File: config.mk
export PLATFORM = sky130hd
export DESIGN_NAME = lsu_ctrl_flat
export DESIGN_NICKNAME = d
export VERILOG_FILES = /design/src/rtl/lsu_ctrl_pkg.sv /design/src/rtl/lsu_ctrl_if.sv /design/src/rtl/lsu_ctrl_align.sv /design/src/rtl/lsu_ctrl.sv /design/src/flat_wrapper.sv
export SDC_FILE = /design/constraint.sdc
export NUM_CORES = 1
export LEC_CHECK = 0
export CORE_ASPECT_RATIO = 1.75
export CORE_MARGIN = 5
export CORE_UTILIZATION = 35
export DETAILED_ROUTE_END_ITERATION = 10
export PLACE_DENSITY = 0.68
export SETUP_SLACK_MARGIN = 0.2
export SLEW_MARGIN = 20
export SYNTH_ARGS = -nofsm -noshare
export SYNTH_HDL_FRONTEND = slang
export SYNTH_HIERARCHICAL = 1
export SYNTH_SLANG_ARGS = --single-unit
File: constraint.sdc
create_clock -name clk -period 2.86 [get_ports clk]
set_clock_uncertainty 0.05 [all_clocks]
set_input_delay 0.572 -clock clk [delete_from_list [all_inputs] [get_ports clk]]
set_output_delay 0.572 -clock clk [all_outputs]
set_load 0.005 [all_outputs]
File: src/rtl/lsu_ctrl_pkg.sv
// Shared funct3 codes, FSM state encoding and small decode helpers for the LSU.
// Latency: n/a (declarations only).
// Backpressure: n/a.
package lsu_ctrl_pkg;

    // Load funct3 codes
    localparam logic [2:0] L_BYTE   = 3'b000;
    localparam logic [2:0] L_HALF   = 3'b001;
    localparam logic [2:0] L_WORD   = 3'b010;
    localparam logic [2:0] L_BYTE_U = 3'b100;
    localparam logic [2:0] L_HALF_U = 3'b101;

    // Store funct3 codes
    localparam logic [2:0] S_BYTE   = 3'b000;
    localparam logic [2:0] S_HALF   = 3'b001;
    localparam logic [2:0] S_WORD   = 3'b010;

    typedef enum logic [1:0] {
        IDLE     = 2'd0,
        LD_WAIT  = 2'd1,
        ST_MERGE = 2'd2,
        RESP     = 2'd3
    } lsu_state_t;

    // Loads accept B/H/W/BU/HU; anything else is illegal
    function automatic logic load_f3_legal(input logic [2:0] f3);
        return (f3 == L_BYTE) || (f3 == L_HALF) || (f3 == L_WORD) ||
               (f3 == L_BYTE_U) || (f3 == L_HALF_U);
    endfunction

    // Stores accept B/H/W only
    function automatic logic store_f3_legal(input logic [2:0] f3);
        return (f3 == S_BYTE) || (f3 == S_HALF) || (f3 == S_WORD);
    endfunction

endpackage

File: src/rtl/lsu_ctrl_if.sv
// Bundles the EX request, RAM port and writeback response signals of the LSU.
// Latency: n/a (wiring only).
// Backpressure: req_ready is driven by the slave (the LSU).
interface lsu_ctrl_if #(
    parameter int RAM_AW = 10
);
    // EX request
    logic              req_valid;
    logic              req_ready;
    logic              req_re;
    logic              req_we;
    logic [2:0]        req_funct3;
    logic [31:0]       req_addr;
    logic [31:0]       req_wdata;

    // Data RAM port
    logic              mem_re;
    logic [RAM_AW-1:0] mem_raddr;
    logic [31:0]       mem_rdata;
    logic              mem_we;
    logic [RAM_AW-1:0] mem_waddr;
    logic [31:0]       mem_wdata;

    // Writeback response
    logic              resp_valid;
    logic              resp_err;
    logic [31:0]       resp_data;

    // LSU side
    modport slave (
        input  req_valid, req_re, req_we, req_funct3, req_addr, req_wdata,
        input  mem_rdata,
        output req_ready,
        output mem_re, mem_raddr, mem_we, mem_waddr, mem_wdata,
        output resp_valid, resp_err, resp_data
    );

    // Pipeline + RAM side
    modport master (
        output req_valid, req_re, req_we, req_funct3, req_addr, req_wdata,
        output mem_rdata,
        input  req_ready,
        input  mem_re, mem_raddr, mem_we, mem_waddr, mem_wdata,
        input  resp_valid, resp_err, resp_data
    );

endinterface

File: src/rtl/lsu_ctrl_align.sv
// Combinational lane logic: request legality check, load extract/extend, store lane merge.
// Latency: 0 cycles (pure combinational).
// Backpressure: none; the enclosing FSM decides when results are used.
module lsu_align
    import lsu_ctrl_pkg::*;
#(
    parameter int MEM_BYTES = 4096
) (
    // Live request, checked in the accept cycle
    input  logic        chk_re,
    input  logic        chk_we,
    input  logic [2:0]  chk_funct3,
    input  logic [31:0] chk_addr,
    output logic        chk_err,

    // Latched op, used one cycle after accept
    input  logic [2:0]  op_funct3,
    input  logic [1:0]  op_off,
    input  logic [15:0] op_wdata,
    input  logic [31:0] rdata,
    output logic [31:0] ld_data,
    output logic [31:0] st_data
);

    logic [7:0]  byte_sel;
    logic [15:0] half_sel;

    // Flag any request that must complete with an error and no RAM access
    always_comb begin
        logic f3_ok;
        logic misaligned;
        logic out_of_range;
        f3_ok        = chk_re ? load_f3_legal(chk_funct3) : store_f3_legal(chk_funct3);
        // H/HU share funct3[1:0]=01, W is 10
        misaligned   = ((chk_funct3[1:0] == 2'b01) && chk_addr[0]) ||
                       ((chk_funct3[1:0] == 2'b10) && (chk_addr[1:0] != 2'b00));
        out_of_range = (chk_addr >= 32'(MEM_BYTES));
        chk_err      = (chk_re == chk_we) || !f3_ok || misaligned || out_of_range;
    end

    // Pick the addressed byte and halfword lanes out of the RAM word
    always_comb begin
        byte_sel = rdata[7:0];
        case (op_off)
            2'd0:    byte_sel = rdata[7:0];
            2'd1:    byte_sel = rdata[15:8];
            2'd2:    byte_sel = rdata[23:16];
            default: byte_sel = rdata[31:24];
        endcase
        half_sel = op_off[1] ? rdata[31:16] : rdata[15:0];
    end

    // Sign- or zero-extend the selected lane to a full register value
    always_comb begin
        ld_data = rdata;
        case (op_funct3)
            L_BYTE:   ld_data = {{24{byte_sel[7]}}, byte_sel};
            L_BYTE_U: ld_data = {24'd0, byte_sel};
            L_HALF:   ld_data = {{16{half_sel[15]}}, half_sel};
            L_HALF_U: ld_data = {16'd0, half_sel};
            default:  ld_data = rdata;
        endcase
    end

    // Overlay the store lane onto the word just read back for SB/SH
    always_comb begin
        st_data = rdata;
        if (op_funct3 == S_HALF) begin
            if (op_off[1]) begin
                st_data[31:16] = op_wdata;
            end else begin
                st_data[15:0] = op_wdata;
            end
        end else begin
            case (op_off)
                2'd0:    st_data[7:0]   = op_wdata[7:0];
                2'd1:    st_data[15:8]  = op_wdata[7:0];
                2'd2:    st_data[23:16] = op_wdata[7:0];
                default: st_data[31:24] = op_wdata[7:0];
            endcase
        end
    end

endmodule

File: src/rtl/lsu_ctrl.sv
// Load/store sequencer between EX and a 1-cycle synchronous word RAM, with SB/SH read-modify-write.
// Latency: loads and SB/SH respond 2 cycles after accept, SW and errors 1 cycle after accept.
// Backpressure: req_ready is high only in IDLE; one op is in flight at a time.
module lsu_ctrl
    import lsu_ctrl_pkg::*;
#(
    parameter int MEM_BYTES = 4096,
    parameter int RAM_AW    = 10
) (
    input  logic    clk,
    input  logic    reset,
    lsu_ctrl_if.slave bus
);

    lsu_state_t        state;

    // Fields captured at accept so later request changes cannot disturb the op
    logic [RAM_AW-1:0] op_waddr;
    logic [1:0]        op_off;
    logic [2:0]        op_funct3;
    logic [15:0]       op_wdata;

    logic              resp_valid_q;
    logic              resp_err_q;
    logic [31:0]       resp_data_q;

    logic              chk_err;
    logic [31:0]       ld_data;
    logic [31:0]       st_data;

    logic              accept;
    logic              acc_ok;
    logic              acc_load;
    logic              acc_sw;
    logic              acc_rmw;

    lsu_align #(
        .MEM_BYTES (MEM_BYTES)
    ) u_align (
        .chk_re     (bus.req_re),
        .chk_we     (bus.req_we),
        .chk_funct3 (bus.req_funct3),
        .chk_addr   (bus.req_addr),
        .chk_err    (chk_err),
        .op_funct3  (op_funct3),
        .op_off     (op_off),
        .op_wdata   (op_wdata),
        .rdata      (bus.mem_rdata),
        .ld_data    (ld_data),
        .st_data    (st_data)
    );

    // Reset gates ready so nothing is accepted (and no RAM strobe fires) while held
    assign bus.req_ready = (state == IDLE) && !reset;
    assign accept        = bus.req_valid && bus.req_ready;
    assign acc_ok        = accept && !chk_err;
    assign acc_load      = acc_ok && bus.req_re;
    assign acc_sw        = acc_ok && bus.req_we && (bus.req_funct3 == S_WORD);
    assign acc_rmw       = acc_ok && bus.req_we && (bus.req_funct3 != S_WORD);

    // RAM strobes: reads and SW go out in the accept cycle, the SB/SH write one cycle later
    assign bus.mem_re    = acc_load || acc_rmw;
    assign bus.mem_raddr = bus.req_addr[RAM_AW+1:2];
    assign bus.mem_we    = acc_sw || (state == ST_MERGE);
    assign bus.mem_waddr = (state == ST_MERGE) ? op_waddr : bus.req_addr[RAM_AW+1:2];
    assign bus.mem_wdata = (state == ST_MERGE) ? st_data  : bus.req_wdata;

    assign bus.resp_valid = resp_valid_q;
    assign bus.resp_err   = resp_err_q;
    assign bus.resp_data  = resp_data_q;

    // Sequencer: accept, wait for RAM data or merge, then pulse the response for one cycle
    always_ff @(posedge clk or posedge reset) begin
        if (reset) begin
            state        <= IDLE;
            op_waddr     <= '0;
            op_off       <= 2'd0;
            op_funct3    <= 3'd0;
            op_wdata     <= 16'd0;
            resp_valid_q <= 1'b0;
            resp_err_q   <= 1'b0;
            resp_data_q  <= 32'd0;
        end else begin
            resp_valid_q <= 1'b0;
            case (state)
                IDLE: begin
                    if (accept) begin
                        op_waddr  <= bus.req_addr[RAM_AW+1:2];
                        op_off    <= bus.req_addr[1:0];
                        op_funct3 <= bus.req_funct3;
                        op_wdata  <= bus.req_wdata[15:0];
                        if (chk_err) begin
                            resp_valid_q <= 1'b1;
                            resp_err_q   <= 1'b1;
                            resp_data_q  <= 32'd0;
                            state        <= RESP;
                        end else if (bus.req_re) begin
                            state <= LD_WAIT;
                        end else if (bus.req_funct3 == S_WORD) begin
                            resp_valid_q <= 1'b1;
                            resp_err_q   <= 1'b0;
                            resp_data_q  <= 32'd0;
                            state        <= RESP;
                        end else begin
                            state <= ST_MERGE;
                        end
                    end
                end
                LD_WAIT: begin
                    resp_valid_q <= 1'b1;
                    resp_err_q   <= 1'b0;
                    resp_data_q  <= ld_data;
                    state        <= RESP;
                end
                ST_MERGE: begin
                    resp_valid_q <= 1'b1;
                    resp_err_q   <= 1'b0;
                    resp_data_q  <= 32'd0;
                    state        <= RESP;
                end
                RESP: begin
                    state <= IDLE;
                end
                default: begin
                    state <= IDLE;
                end
            endcase
        end
    end

endmodule

File: src/flat_wrapper.sv
// flat-port wrapper written by rule: the top's interface ports become plain ports
module lsu_ctrl_flat import lsu_ctrl_pkg::*;
#(
    parameter int MEM_BYTES = 4096,
    parameter int RAM_AW    = 10
)
  (clk, reset, bus_req_valid, bus_req_re, bus_req_we, bus_req_funct3, bus_req_addr, bus_req_wdata, bus_mem_rdata, bus_req_ready, bus_mem_re, bus_mem_raddr, bus_mem_we, bus_mem_waddr, bus_mem_wdata, bus_resp_valid, bus_resp_err, bus_resp_data);
  lsu_ctrl_if #(.RAM_AW(RAM_AW)) bus_i ();
  input  logic clk;
  input  logic reset;
  input wire logic [$bits(bus_i.req_valid)-1:0] bus_req_valid;
  input wire logic [$bits(bus_i.req_re)-1:0] bus_req_re;
  input wire logic [$bits(bus_i.req_we)-1:0] bus_req_we;
  input wire logic [$bits(bus_i.req_funct3)-1:0] bus_req_funct3;
  input wire logic [$bits(bus_i.req_addr)-1:0] bus_req_addr;
  input wire logic [$bits(bus_i.req_wdata)-1:0] bus_req_wdata;
  input wire logic [$bits(bus_i.mem_rdata)-1:0] bus_mem_rdata;
  output wire logic [$bits(bus_i.req_ready)-1:0] bus_req_ready;
  output wire logic [$bits(bus_i.mem_re)-1:0] bus_mem_re;
  output wire logic [$bits(bus_i.mem_raddr)-1:0] bus_mem_raddr;
  output wire logic [$bits(bus_i.mem_we)-1:0] bus_mem_we;
  output wire logic [$bits(bus_i.mem_waddr)-1:0] bus_mem_waddr;
  output wire logic [$bits(bus_i.mem_wdata)-1:0] bus_mem_wdata;
  output wire logic [$bits(bus_i.resp_valid)-1:0] bus_resp_valid;
  output wire logic [$bits(bus_i.resp_err)-1:0] bus_resp_err;
  output wire logic [$bits(bus_i.resp_data)-1:0] bus_resp_data;
  assign bus_i.req_valid = bus_req_valid;
  assign bus_i.req_re = bus_req_re;
  assign bus_i.req_we = bus_req_we;
  assign bus_i.req_funct3 = bus_req_funct3;
  assign bus_i.req_addr = bus_req_addr;
  assign bus_i.req_wdata = bus_req_wdata;
  assign bus_i.mem_rdata = bus_mem_rdata;
  assign bus_req_ready = bus_i.req_ready;
  assign bus_mem_re = bus_i.mem_re;
  assign bus_mem_raddr = bus_i.mem_raddr;
  assign bus_mem_we = bus_i.mem_we;
  assign bus_mem_waddr = bus_i.mem_waddr;
  assign bus_mem_wdata = bus_i.mem_wdata;
  assign bus_resp_valid = bus_i.resp_valid;
  assign bus_resp_err = bus_i.resp_err;
  assign bus_resp_data = bus_i.resp_data;
  lsu_ctrl #(.MEM_BYTES(MEM_BYTES), .RAM_AW(RAM_AW)) u_core (.clk(clk), .reset(reset), .bus(bus_i));
endmodule
==> results summary <==
The run finished, with violations left. The checks that failed: setup timing. The total half-perimeter wirelength after legalization and detailed placement came out at 12.6 mm. Tracing the worst setup path back leads to its startpoint at u_core/op_funct3[2]$_DFFE_PP0P_. Entering global routing, the biggest net connects 68 pins. After filler insertion, the fill cell instance count of the layout stands at 1102. The floorplan has 55 rows.

After detailed placement, the design holds a cell count of 815. The net switching power figure came out at 3.06 mW. From synthesis to final layout, the design area changed by 71.7%.

In this run the most critical hold path is launched from u_core/op_waddr[9]$_DFFE_PP0P_. The required time at the worst-slack endpoint is 2.24 ns. The maximum fanout along the worst path is 8. The post-layout instance count excluding filler cells is 852. The share of total power dissipated in the clock network is 13.1%. Among all flip-flop cells after synthesis, the most frequent one is sky130_fd_sc_hd__dfrtp_1. Once the floorplan was initialized, standard cells occupied 35.6% of the core. STA classifies the critical path startpoint as a flop. Dividing total power by cell area gives a power density of 1050 nW/um^2. In this run the worst hold path is classified as reg2reg. The count of buffers from port buffering is 192. The net count of the mapped netlist came out at 551.

The number of flops mapped to enable cells by yosys came out at 0. The weighted congestion at the end of routability-driven global placement came out at 0.901. The internal portion of total power is 5.21 mW.

The number of hold violations in the final report is 0. The fraction of synthesized cell area taken by the top area cell type is 36.4%. CTS placed an instance of sky130_fd_sc_hd__clkbuf_16 at the clock tree root.

The first TritonRoute pass finished after 5 iterations. The share of async-settable or async-resettable flops after synthesis is 100%. The final critical-path setup slack came out at -0.0223 ns. Of the total synthesized cell area, the portion taken by AND, OR, NAND and NOR gates is 10.8%. Of all cell types, the one taking the most synthesized area is sky130_fd_sc_hd__dfrtp_1. The count of warnings emitted by yosys came out at 6. For this run, the total global-route usage over all layers was measured as 20.8%. The die outline area is 15600 um^2. Sequential cells account for 21.3% of the total power. The critical-path cell with the highest stage delay is sky130_fd_sc_hd__or3b_4.

Summed over all cells, the static leakage comes to 3.49 nW. The initial antenna violation count is 2. The number of sinks handled by clock tree synthesis came out at 67. In this run, post-CTS hold repair placed 0 buffers.

The actual slew at the worst max-slew pin is 0.585 ns. The buffers plus inverters on the worst setup path came out at 3. The post-layout minimum cycle time came out at 2.88 ns. The overall power consumption is 8.27 mW.

The startpoint identified for the worst register-to-register timing path is u_core/op_off[1]$_DFFE_PP0P_. The number of different library cells used by synthesis comes to 47. Adding up every negative setup slack in the final design gives -0.192 ns. The post-synthesis xor/xnor area fraction is 0%. The routed wire length per instance came out at 19.9 um.

Clock latency on the worst-skew pair, taken at its later pin, is 0.33 ns. The clock-pin slew on the worst setup and hold paths is 0.05 ns. The signal on the critical path passes through or3b_4 > buf_6 > buf_12 > o22a_1 > o22a_1 > mux2_2 > buf_6. The H-tree generated during clock tree synthesis spans 3 levels. The critical path capture point type is a primary output. The number of clock buffers inserted by TritonCTS came out at 9.

In this run the horizontal extent of the chip is 96.7 um. The switching share of power is 37.0%. The tightest slew margin relative to the limit came out at 61.0%. After synthesis, the largest family of logic cells by area is multiplexers. In this run the standard cell core region covers 12900 um^2. Per report_power, the combinational group accounts for 65.6% of the total. The number of max-cap violations came out at 0. The multiplexer area fraction after synthesis came out at 29.6%.

The total overflow reported by the global router came out at 0. Across all layers, the routed design uses 4489 vias. Setup violations remaining at the end of the flow were counted as 16. Yosys attributes the largest share of cell area to sky130_fd_sc_hd__dfrtp_1, sky130_fd_sc_hd__mux2_2, sky130_fd_sc_hd__nand2_1, sky130_fd_sc_hd__mux4_2, sky130_fd_sc_hd__mux2i_1. Summing the areas of all fa, ha and maj instances in the mapped netlist gives 1.36% of the synthesized area.

TritonCTS built the clock tree. In the routed design, unresolved DRC markers number 0. The share of the yosys chip area belonging to registers came out at 36.4%.

The number of max-slew violations in the final report was 0. The gate count after technology mapping came out at 442. The final cycle utilization of the critical path came out at 101%.

The worst-case IR drop observed on VDD is 562 uV. The fraction of layout instances using a drive strength above 1 is 40.5%. The first global-routing pass estimated 26.1 mm of wire. The count of nets left with antenna violations once routing finished came out at 0.

The kind of cell adding the most delay to the critical path is simple AND/OR/NAND/NOR gates. The number of nets in the final layout is 783. The highest clock rate came out at 347 MHz. The overall die height is 162 um.

The via count normalized by instance count is 5.27. For this run, the slowest stage of the critical path takes 0.44 ns. After synthesis the cells add up to 4600 um^2. For this design the top-level I/O count stands at 193. The number of synthesized register bits came out at 67.

The data arrival time of the worst path came out at 2.26 ns. The share of the synthesized area in compound gates (AO/OA/AOI/OAI) came out at 15.1%. The via count of the first global-routing pass was 4835. Setup repair after global routing could not meet its margin everywhere. By startpoint and endpoint, the worst setup path is classified as reg2out. The routed wire length came out at 17.0 mm.

In this run the deepest clock path goes through 2 buffers. The violation count after the first detailed-route iteration came out at 215. A synthesized cell averages 10.4 um^2.
[worst register-to-register path, cell delays in order, from the launching register on]
cell                      delay (ns)
sky130_fd_sc_hd__dfrtp_1        0.68
sky130_fd_sc_hd__inv_1          0.43
sky130_fd_sc_hd__a21oi_1        0.59
sky130_fd_sc_hd__o32ai_1        0.19
sky130_fd_sc_hd__nor2_1         0.16
sky130_fd_sc_hd__a22o_1         0.15
[kinds of logic after synthesis]
| kind of cell | count (synthesis) |
|---|---|
| mux | 115 |
| simple gates | 109 |
| compound gates | 85 |
| flops | 67 |
| buf+inv | 61 |
| fa+ha+maj | 5 |
[cell usage in the layout, fill, tap and decap left out, types with 3 or more instances in the layout]
cell type	count
sky130_fd_sc_hd__o22ai_4	6
sky130_fd_sc_hd__buf_2	5
sky130_fd_sc_hd__mux4_2	8
sky130_fd_sc_hd__ha_1	4
sky130_fd_sc_hd__a21oi_2	5
sky130_fd_sc_hd__dlygate4sd2_1	4
sky130_fd_sc_hd__a2bb2oi_1	4
sky130_fd_sc_hd__nand2b_1	3
sky130_fd_sc_hd__nor2_1	30
sky130_fd_sc_hd__mux2_4	42
sky130_fd_sc_hd__a221o_1	5
sky130_fd_sc_hd__clkdlybuf4s15_1	5
sky130_fd_sc_hd__clkdlybuf4s50_1	129
sky130_fd_sc_hd__buf_4	41
sky130_fd_sc_hd__buf_6	49
sky130_fd_sc_hd__a21oi_4	3
sky130_fd_sc_hd__o2bb2a_4	5
sky130_fd_sc_hd__clkbuf_2	14
sky130_fd_sc_hd__dfrtp_1	67
sky130_fd_sc_hd__buf_12	8
sky130_fd_sc_hd__a21oi_1	5
sky130_fd_sc_hd__o22a_1	3
sky130_fd_sc_hd__o21ai_0	8
sky130_fd_sc_hd__mux2_2	48
sky130_fd_sc_hd__a22o_1	16
sky130_fd_sc_hd__o32ai_1	7
sky130_fd_sc_hd__nand2_1	52
sky130_fd_sc_hd__inv_1	21
sky130_fd_sc_hd__nor4_4	3
sky130_fd_sc_hd__clkinv_2	3
sky130_fd_sc_hd__dlymetal6s2s_1	3
sky130_fd_sc_hd__nor3b_1	3
sky130_fd_sc_hd__clkbuf_16	9
sky130_fd_sc_hd__mux2i_1	17
[synth_stat cells, types with 2 or more instances]
| library cell | n |
|---|---|
| sky130_fd_sc_hd__nand3_1 | 2 |
| sky130_fd_sc_hd__inv_1 | 23 |
| sky130_fd_sc_hd__a221oi_4 | 2 |
| sky130_fd_sc_hd__o2bb2a_1 | 7 |
| sky130_fd_sc_hd__o21ai_0 | 10 |
| sky130_fd_sc_hd__o21a_1 | 2 |
| sky130_fd_sc_hd__buf_4 | 12 |
| sky130_fd_sc_hd__buf_6 | 2 |
| sky130_fd_sc_hd__nand2_1 | 52 |
| sky130_fd_sc_hd__o22a_1 | 3 |
| sky130_fd_sc_hd__a221o_1 | 5 |
| sky130_fd_sc_hd__clkbuf_1 | 16 |
| sky130_fd_sc_hd__ha_1 | 5 |
| sky130_fd_sc_hd__a22o_1 | 16 |
| sky130_fd_sc_hd__dfrtp_1 | 67 |
| sky130_fd_sc_hd__nand2_4 | 2 |
| sky130_fd_sc_hd__nor2b_1 | 2 |
| sky130_fd_sc_hd__o32ai_1 | 7 |
| sky130_fd_sc_hd__mux4_2 | 8 |
| sky130_fd_sc_hd__mux2_2 | 90 |
| sky130_fd_sc_hd__buf_2 | 6 |
| sky130_fd_sc_hd__nand2b_1 | 3 |
| sky130_fd_sc_hd__o22ai_1 | 8 |
| sky130_fd_sc_hd__nor3b_1 | 3 |
| sky130_fd_sc_hd__nor2_1 | 32 |
| sky130_fd_sc_hd__nor4_1 | 5 |
| sky130_fd_sc_hd__nand3b_1 | 2 |
| sky130_fd_sc_hd__a21oi_1 | 12 |
| sky130_fd_sc_hd__mux2i_1 | 17 |
| sky130_fd_sc_hd__a2bb2oi_1 | 4 |
[metal layers]
| metal | track usage, % | up-vias | part of all wire [%] |
|---|---|---|---|
| met4 | 10.1 | 0 | 3.7 |
| met3 | 4.00 | 36 | 4.7 |
| met5 | 0 | - | 0 |
| met1 | 23.5 | 2194 | 38 |
| met2 | 37.2 | 176 | 53 |
| li1 | - | 2083 | - |
[power groups by stage]
stage | clock, mW | combinational [mW] | sequential, mW
2_1_floorplan | 0 | 2.62 | 1.62
3_3_place_gp | 0 | 4.40 | 1.68
3_5_place_dp | 0 | 4.46 | 1.70
4_1_cts | 1.12 | 5.19 | 1.74
5_1_grt | 1.16 | 5.76 | 1.82
6_report | 1.09 | 5.43 | 1.76
[final cells by class]
cell class | count | area (um^2) | share of cell area, %
flip-flops and latches | 67 | 1680 | 21.2
multi-input cells | 314 | 3080 | 39.0
inverters | 23 | 86.3 | 1.09
well taps | 171 | 214 | 2.71
repair buffers | 259 | 2540 | 32.2
clock inverters | 5 | 52.6 | 0.665
diodes | 2 | 5.00 | 0.0633
clock buffers | 11 | 243 | 3.07
[per-stage QoR]
step | hold slack (ns) | util, % | instance area [um^2] | setup slack [ns]
after floorplan | 0.424 | - | 4600 | 0.377
after global placement | 0.434 | 53.8 | 6950 | -0.213
after detailed placement | 0.442 | 53.8 | 6950 | -0.214
after CTS | 0.454 | 59.9 | 7750 | -0.0355
after global routing | 0.459 | 61.1 | 7900 | -0.0807
final | 0.448 | 61.1 | 7900 | -0.0223
[path summary, 6_finish.rpt]
| check | to | slack [ns] | cells past startpoint |
|---|---|---|---|
| hold / removal | u_core/op_waddr[9]$_DFFE_PP0P_ | 0.45 | 1 |
| max in group asynchronous | u_core/op_wdata[14]$_DFFE_PP0P_ | 1.79 | 3 |
| min in group asynchronous | u_core/bus.resp_valid$_DFF_PP0_ | 0.68 | 3 |
| setup / recovery | bus_mem_wdata[15] | -0.02 | 7 |
| hold reg to reg | u_core/op_waddr[9]$_DFFE_PP0P_ | 0.45 | 1 |
| setup reg to reg | u_core/bus.resp_data[4]$_DFFE_PP0P_ | 0.56 | 5 |
[flip-flops by register name (all words and copies together), names as in the netlist]
signal                 flops
u_core/bus.resp_data      32
u_core/op_wdata           16
u_core/bus.resp_valid      1
u_core/op_funct3           3
u_core/op_waddr           10
u_core/op_off              2
u_core/bus.resp_err        1
u_core/state               2
[what timing repair did]
action | CTS | global route
resized for setup | 269 | 85
pin swaps | 24 | 20
setup endpoints to repair | 59 | 61
setup buffers | 18 | 1
(Power assumes the default switching activity.)
